### config.mk
export PLATFORM = sky130hd
export DESIGN_NAME = control_word_sequencer
export DESIGN_NICKNAME = d
export VERILOG_FILES = /design/src/rtl/control_word_sequencer.sv
export SDC_FILE = /design/constraint.sdc
export NUM_CORES = 2
export LEC_CHECK = 0
export ABC_AREA = 1
export ABC_CLOCK_PERIOD_IN_PS = 7200
export CAP_MARGIN = 0
export CORE_ASPECT_RATIO = 0.5
export CORE_UTILIZATION = 50
export DETAILED_ROUTE_END_ITERATION = 6
export PLACE_DENSITY = 0.72
export SLEW_MARGIN = 30
export SYNTH_ARGS = -nofsm -noshare
export SYNTH_HDL_FRONTEND = slang
export SYNTH_SLANG_ARGS = --single-unit
### constraint.sdc
create_clock -name clock -period 7.2 [get_ports clock]
set_clock_uncertainty 0.1 [all_clocks]
set_input_delay 0.72 -clock clock [delete_from_list [all_inputs] [get_ports clock]]
set_output_delay 0.72 -clock clock [all_outputs]
set_load 0.005 [all_outputs]
### src/rtl/control_word_sequencer.sv
// control_word_sequencer: plays a loadable table of {control word, constant, hold} entries
// into the LEGv8 datapath, with free-run, single-step, loop and abort.
module control_word_sequencer #(
    parameter int CW_WIDTH   = 25,
    parameter int DATA_WIDTH = 64,
    parameter int DEPTH      = 16,
    parameter int HOLD_WIDTH = 8,
    localparam int AW        = $clog2(DEPTH)
) (
    input  logic                  clock,
    input  logic                  reset,
    input  logic                  prog_we,
    input  logic [AW-1:0]         prog_addr,
    input  logic [CW_WIDTH-1:0]   prog_cw,
    input  logic [DATA_WIDTH-1:0] prog_const,
    input  logic [HOLD_WIDTH-1:0] prog_hold,
    input  logic [AW-1:0]         last_addr,
    input  logic                  start,
    input  logic                  abort,
    input  logic                  step_mode,
    input  logic                  step,
    input  logic                  loop_en,
    output logic [CW_WIDTH-1:0]   ControlWord,
    output logic [DATA_WIDTH-1:0] constant,
    output logic [AW-1:0]         pc,
    output logic                  busy,
    output logic                  done
);
    typedef enum logic [1:0] {IDLE, RUN, WAIT_STEP, DONE} state_t;

    state_t                state, state_n;
    logic [CW_WIDTH-1:0]   mem_cw    [DEPTH];
    logic [DATA_WIDTH-1:0] mem_const [DEPTH];
    logic [HOLD_WIDTH-1:0] mem_hold  [DEPTH];
    logic [CW_WIDTH-1:0]   cw_n;
    logic [DATA_WIDTH-1:0] const_n;
    logic [AW-1:0]         pc_n, load_addr;
    logic [HOLD_WIDTH-1:0] cnt, cnt_n;
    logic                  idle, load, adv, is_last;

    assign idle    = state == IDLE || state == DONE;
    assign busy    = state == RUN || state == WAIT_STEP;
    assign done    = state == DONE;
    // A last_addr behind pc lets the sequence run on and stop at the top entry.
    assign is_last = pc == last_addr || pc == AW'(DEPTH - 1);

    always_ff @(posedge clock) begin
        if (prog_we && idle) begin
            mem_cw[prog_addr]    <= prog_cw;
            mem_const[prog_addr] <= prog_const;
            mem_hold[prog_addr]  <= prog_hold;
        end
    end

    always_comb begin
        state_n   = state;
        cw_n      = ControlWord;
        const_n   = constant;
        pc_n      = pc;
        cnt_n     = cnt;
        load      = 1'b0;
        load_addr = '0;
        adv       = 1'b0;
        if (abort) begin
            state_n = IDLE;
            cw_n    = '0;
            const_n = '0;
            pc_n    = '0;
            cnt_n   = '0;
        end else begin
            case (state)
                IDLE, DONE: load = start;
                RUN: begin
                    if (cnt != '0) cnt_n = cnt - 1'b1;
                    else if (step_mode) state_n = WAIT_STEP;
                    else adv = 1'b1;
                end
                WAIT_STEP: adv = step;
                default: ;
            endcase
            if (adv) begin
                if (!is_last) begin
                    load      = 1'b1;
                    load_addr = pc + 1'b1;
                end else if (loop_en) begin
                    load = 1'b1;
                end else begin
                    state_n = DONE;
                    cw_n    = '0;
                    const_n = '0;
                    cnt_n   = '0;
                end
            end
            // Counter holds the remaining extra cycles; a hold of 0 behaves as 1.
            if (load) begin
                state_n = RUN;
                pc_n    = load_addr;
                cw_n    = mem_cw[load_addr];
                const_n = mem_const[load_addr];
                cnt_n   = (mem_hold[load_addr] == '0) ? '0 : mem_hold[load_addr] - 1'b1;
            end
        end
    end

    always_ff @(posedge clock or negedge reset) begin
        if (!reset) begin
            state       <= IDLE;
            ControlWord <= '0;
            constant    <= '0;
            pc          <= '0;
            cnt         <= '0;
        end else begin
            state       <= state_n;
            ControlWord <= cw_n;
            constant    <= const_n;
            pc          <= pc_n;
            cnt         <= cnt_n;
        end
    end
endmodule

# == Word level (Yosys, flattened, before mapping) ==
# Memories as Yosys holds them, arrays and structs flattened.
# Cells that the tools add are included.
# W data, S select, Z words.
# word_totals
regBits,103
wordCells,71
mem_count,3
out_inout_bits,95
mem_bits_rw,1552
# mem_list
name,words,word_bits,rd,rd_ports_with_merged_regs,wr,line_no,source
mem_const,16,64,1,0,1,33,logic [DATA_WIDTH-1:0] mem_const [DEPTH];
mem_cw,16,25,1,0,1,32,logic [CW_WIDTH-1:0] mem_cw [DEPTH];
mem_hold,16,8,1,0,1,34,logic [HOLD_WIDTH-1:0] mem_hold [DEPTH];
# op_classes
addsub,3
reduce_logical,12
muxes,42
n_eq_ne,6
# op_table
cell,n
$mux W64,5
$mux W25,5
$mux W8,8
$mux W4,5
$mux W2,8
$sub A8 B1 Y8 const B,2
$mux W1,10
$logic_not A8 Y1,1
$reduce_bool A8 Y1,1
$reduce_bool A3 Y1,2
$add A4 B1 Y4 const B,1
$eq A2 B2 Y1 const B,2
$eq A4 B4 Y1,1
$eq A4 B4 Y1 const B,1
$logic_or A1 B1 Y1,3
$ne A3 B2 Y1 const B,1
$reduce_and A3 Y1,1
$eq A2 B1 Y1 const B,1
$logic_not A2 Y1,1
$pmux W1 S2,1
$reduce_bool A2 Y1,1
$reduce_or A2 Y1,1
$logic_and A1 B1 Y1,1

# == Longest topological paths before layout ==
# An unclocked memory read counts as a cell.
# depth
depth_word,11
mapped_depth,23
depth_no_buf,22

# == Worst setup path before layout ==
# No wires, ideal clock.
# synth_path
kind,reg2reg
from,register state[0]
to,"memory mem_const[0][0], enable pin"
arrival_ns,5.113
synth_period_minus_slack_ns,5.767
stages_incl_launch_ff,7
setup_time_ns,0.553
slack_ns,1.433
cell_sequence,dfrtp_1 > inv_1 > ha_1 > nand2_1 > nor2_1 > nand2_1 > nor2_1
# synth_between
elab_chain_cells,5
elab_cells_between_ends,6
classes_between,1 x eq/ne; 2 x mux; 3 x reduce/logical
# synth_lines
item,line_no,source
start: declaration,31,"state_t state, state_n;"
start signal: assignment,113,state <= state_n;
$eq A2 B2 Y1 / $logic_not A2 Y1 (equally long branches),41,assign idle = state == IDLE || state == DONE;
$logic_or A1 B1 Y1 (*),41,
$logic_and A1 B1 Y1 (*),48,if (prog_we && idle) begin
$mux W1 (*),48,
$mux W1 (not written as such) (*),50,mem_const[prog_addr] <= prog_const;
end: declaration,33,
# Mark *: on every way between the ends. The rest lies on a longest branch, timed or not.

# == Worst setup path in the final report ==
# layout_path
from,register state[1]
to,register constant[54]
# layout_between
elab_chain_cells,9
elab_cells_between_ends,21
classes_between,4 x eq/ne; 11 x mux; 5 x reduce/logical; 1 x memory
# layout_lines
item,line_no,source
branches (longest 9 deep; another with $mem_v2 Z16 W64),-,
end signal: assignment,115,constant <= const_n;
end: declaration,24,"output logic [DATA_WIDTH-1:0] constant,"
# Parallel ways; which one is timed is not known. The select of a mux whose other input is x is not followed.
# A chain may end at the register's enable or synchronous reset.

==> flow_summary.json <==
{
  "ys_seq_elements": 1655,
  "grt_max_degree": 171,
  "switching_share": 0.208,
  "crit_path_start_kind": "flop",
  "ys_warn_count": 0,
  "clk_transition_reported_paths_ns": 0.07,
  "outcome": "finished, violations left",
  "critPathRequiredTime_ns": 7.80,
  "route.detailed.drc": 9,
  "dr.pass1.iters": 7,
  "tns_ns": 0,
  "syn-instance-count": 5022,
  "hold_viol": 0,
  "rsz0062_at_grt": "no",
  "ant_nets": 0,
  "fin_total_pwr_mw": 19.3,
  "finalCritPeriodShare": 0.655,
  "gp_congestion": 0.761,
  "peakVddDrop_mv": 0.251,
  "final_cell_mix": "1,552 x edfxtp_1, 669 x o21ai_0, 647 x nor2_1, 575 x nand2_1, 222 x o21ai_1",
  "antenna_found_initial": 16,
  "endpoint_kind": "flop",
  "slew_headroom": 0.316,
  "violations": "design-rule violations",
  "worstMarginPinSlew_ns": 1.03,
  "wire_per_inst_um": 24.6,
  "fmax_ghz": 0.212,
  "seq_area_frac_synth": 0.753,
  "mostFrequentLayoutCell": "edfxtp_1",
  "syn_area_mm2": 0.0653,
  "setup_viol_count_final": 0,
  "start_util": 0.506,
  "cap_violations": 0,
  "crit_type": "reg2reg",
  "pwr-share-clk": 0.407,
  "fin_nets": 5212,
  "p_leak_nw": 24.3,
  "seqPwrFrac": 0.556,
  "grt_pass1_wl_mm": 254,
  "ioPinCount": 208,
  "die_h_um": 258,
  "fillers": 9885,
  "synthToLayoutAreaGrowth_pct": 13.1,
  "clock-root-buffer": "clkbuf_16",
  "avgSynthCellArea_um2": 13.0,
  "cts_max_path_buffers": 3,
  "powerDensity_mw_per_mm2": 261,
  "worstSkewPairLatency_ns": 0.78,
  "cts_buffers": 145,
  "grt_pass1_vias": 41359,
  "cp.arrival_ns": 5.32,
  "num_rows": 93,
  "numPortBuffers": 207,
  "dpl.hpwl_mm": 78.8,
  "switchingPower_mw": 4.02,
  "critPathMaxFanout": 142,
  "ctsResizeCount": 0,
  "slew_violations": 0,
  "period_minus_slack_ns": 4.72,
  "wl_mm": 170,
  "comb_power_share": 0.037,
  "track_usage": 0.256,
  "synth_nets": 5143,
  "min_path_type": "reg2reg",
  "p_int_mw": 15.3,
  "cts_tree": "yes",
  "vias_per_cell": 6.13,
  "routed-via-count": 42501,
  "overflow": 0,
  "die_width_um": 513,
  "drt-initial-drc-count": 5987,
  "core-area_mm2": 0.129,
  "synth.distinct_cells": 38,
  "dieArea_mm2": 0.132,
  "clkSinkCount": 1655,
  "drive_above_1_share": 0.0619,
  "htree_levels": 4
}
worst paths after layout:
kind                              startpoint             end  slack (ns)  cells past startpoint
worst max-delay path                state[1]    constant[54]        2.48                     15
worst min-delay path            constant[50]    constant[50]        0.42                      2
worst max register to register      state[1]    constant[54]        2.48                     15
worst min register to register  constant[50]    constant[50]        0.42                      2
max in group asynchronous              reset  ControlWord[3]        5.19                      3
min in group asynchronous              reset     constant[3]        0.51                      2
registers in the layout, summed over array words and instances (netlist names):
register	cells
ControlWord	25
constant	64
pc	4
mem_const	1024
mem_hold	128
cnt	8
state	2
mem_cw	400
power by group through the flow:
stage | clock [mW] | combinational [mW] | sequential, mW
global route | 8.28 | 0.768 | 10.7
CTS | 7.90 | 0.712 | 10.7
finish | 7.85 | 0.715 | 10.7
detailed placement | 0 | 0.708 | 10.9
global placement | 0 | 0.683 | 10.9
floorplan | 0 | 0.271 | 10.9
synth_stat cells (all sizes together):
cell / count / area, um2
ha: 8 / 100
clkinv: 2 / 7.51
nand2: 579 / 2190
nor4: 1 / 6.26
o22ai: 94 / 588
clkbuf: 186 / 698
or2: 2 / 12.5
inv: 119 / 447
xor2: 9 / 78.8
nand3b: 40 / 300
dfrtp: 103 / 2580
buf: 166 / 891
o41ai: 1 / 8.76
nor3: 2 / 15.0
edfxtp: 1552 / 46600
o21ai: 891 / 4460
a21o: 1 / 7.51
o221ai: 88 / 771
a32o: 90 / 901
nand3: 215 / 1080
nand4: 4 / 31.3
a31oi: 2 / 12.5
o211ai: 7 / 52.6
a21oi: 192 / 972
nor2: 668 / 2520
stage by stage:
stage / area [um2] / hold WS, ns / instances / setup slack [ns] / utilization
floorplan: 65300 / 0.324 / 5022 / 1.43 / -
global placement: 68900 / 0.403 / 6648 / 2.16 / 0.534
detailed placement: 69100 / 0.413 / 6652 / 2.13 / 0.535
CTS: 73800 / 0.429 / 6923 / 2.54 / 0.572
global route: 73900 / 0.449 / 6934 / 2.10 / 0.572
finish: 73900 / 0.424 / 6935 / 2.48 / 0.572
layer usage:
metal	share of wire	vias up	global-route usage
li1	-	18631	-
met1	0.39	21204	0.349
met2	0.48	2324	0.420
met3	0.098	338	0.0362
met4	0.031	4	0.0972
met5	0.00015	-	0
kinds of logic after synthesis:
family,Yosys count,synth area share
buf+inv,473,0.0313
xor+xnor,9,0.00121
compound gates,1366,0.119
fa+ha+maj,8,0.00153
flops,1655,0.753
simple gates,1511,0.0942
area by class of cell:
type,count,area [um2],share of cell area
clock buffers,210,4130,0.0559
inverters,121,469,0.00635
well taps,1710,2140,0.0290
multi-input cells,2894,14300,0.193
repair buffers,274,3020,0.0408
flip-flops and latches,1655,49200,0.666
diodes,11,27.5,0.000373
clock inverters,60,638,0.00864
worst max-delay path: stages, from the launching register on:
cell	delay, ns
dfrtp_1	0.41
inv_1	0.08
ha_1	0.28
inv_2	0.07
nor2_1	0.09
nand3_1	0.16
a21oi_4	0.72
nand2_8	0.42
inv_8	0.69
buf_4	0.60
o21ai_0	0.17
o221ai_1	0.24
o21ai_1	0.10
nand2_1	0.08
nand2_1	0.07
o21ai_1	0.15
repair_timing:
item                                   in CTS  in global routing
hold buffers                                1                  0
buffers inserted                            0                  0
endpoints found under the hold margin      48                  0
No activity file was read; power rests on OpenSTA's default activity.
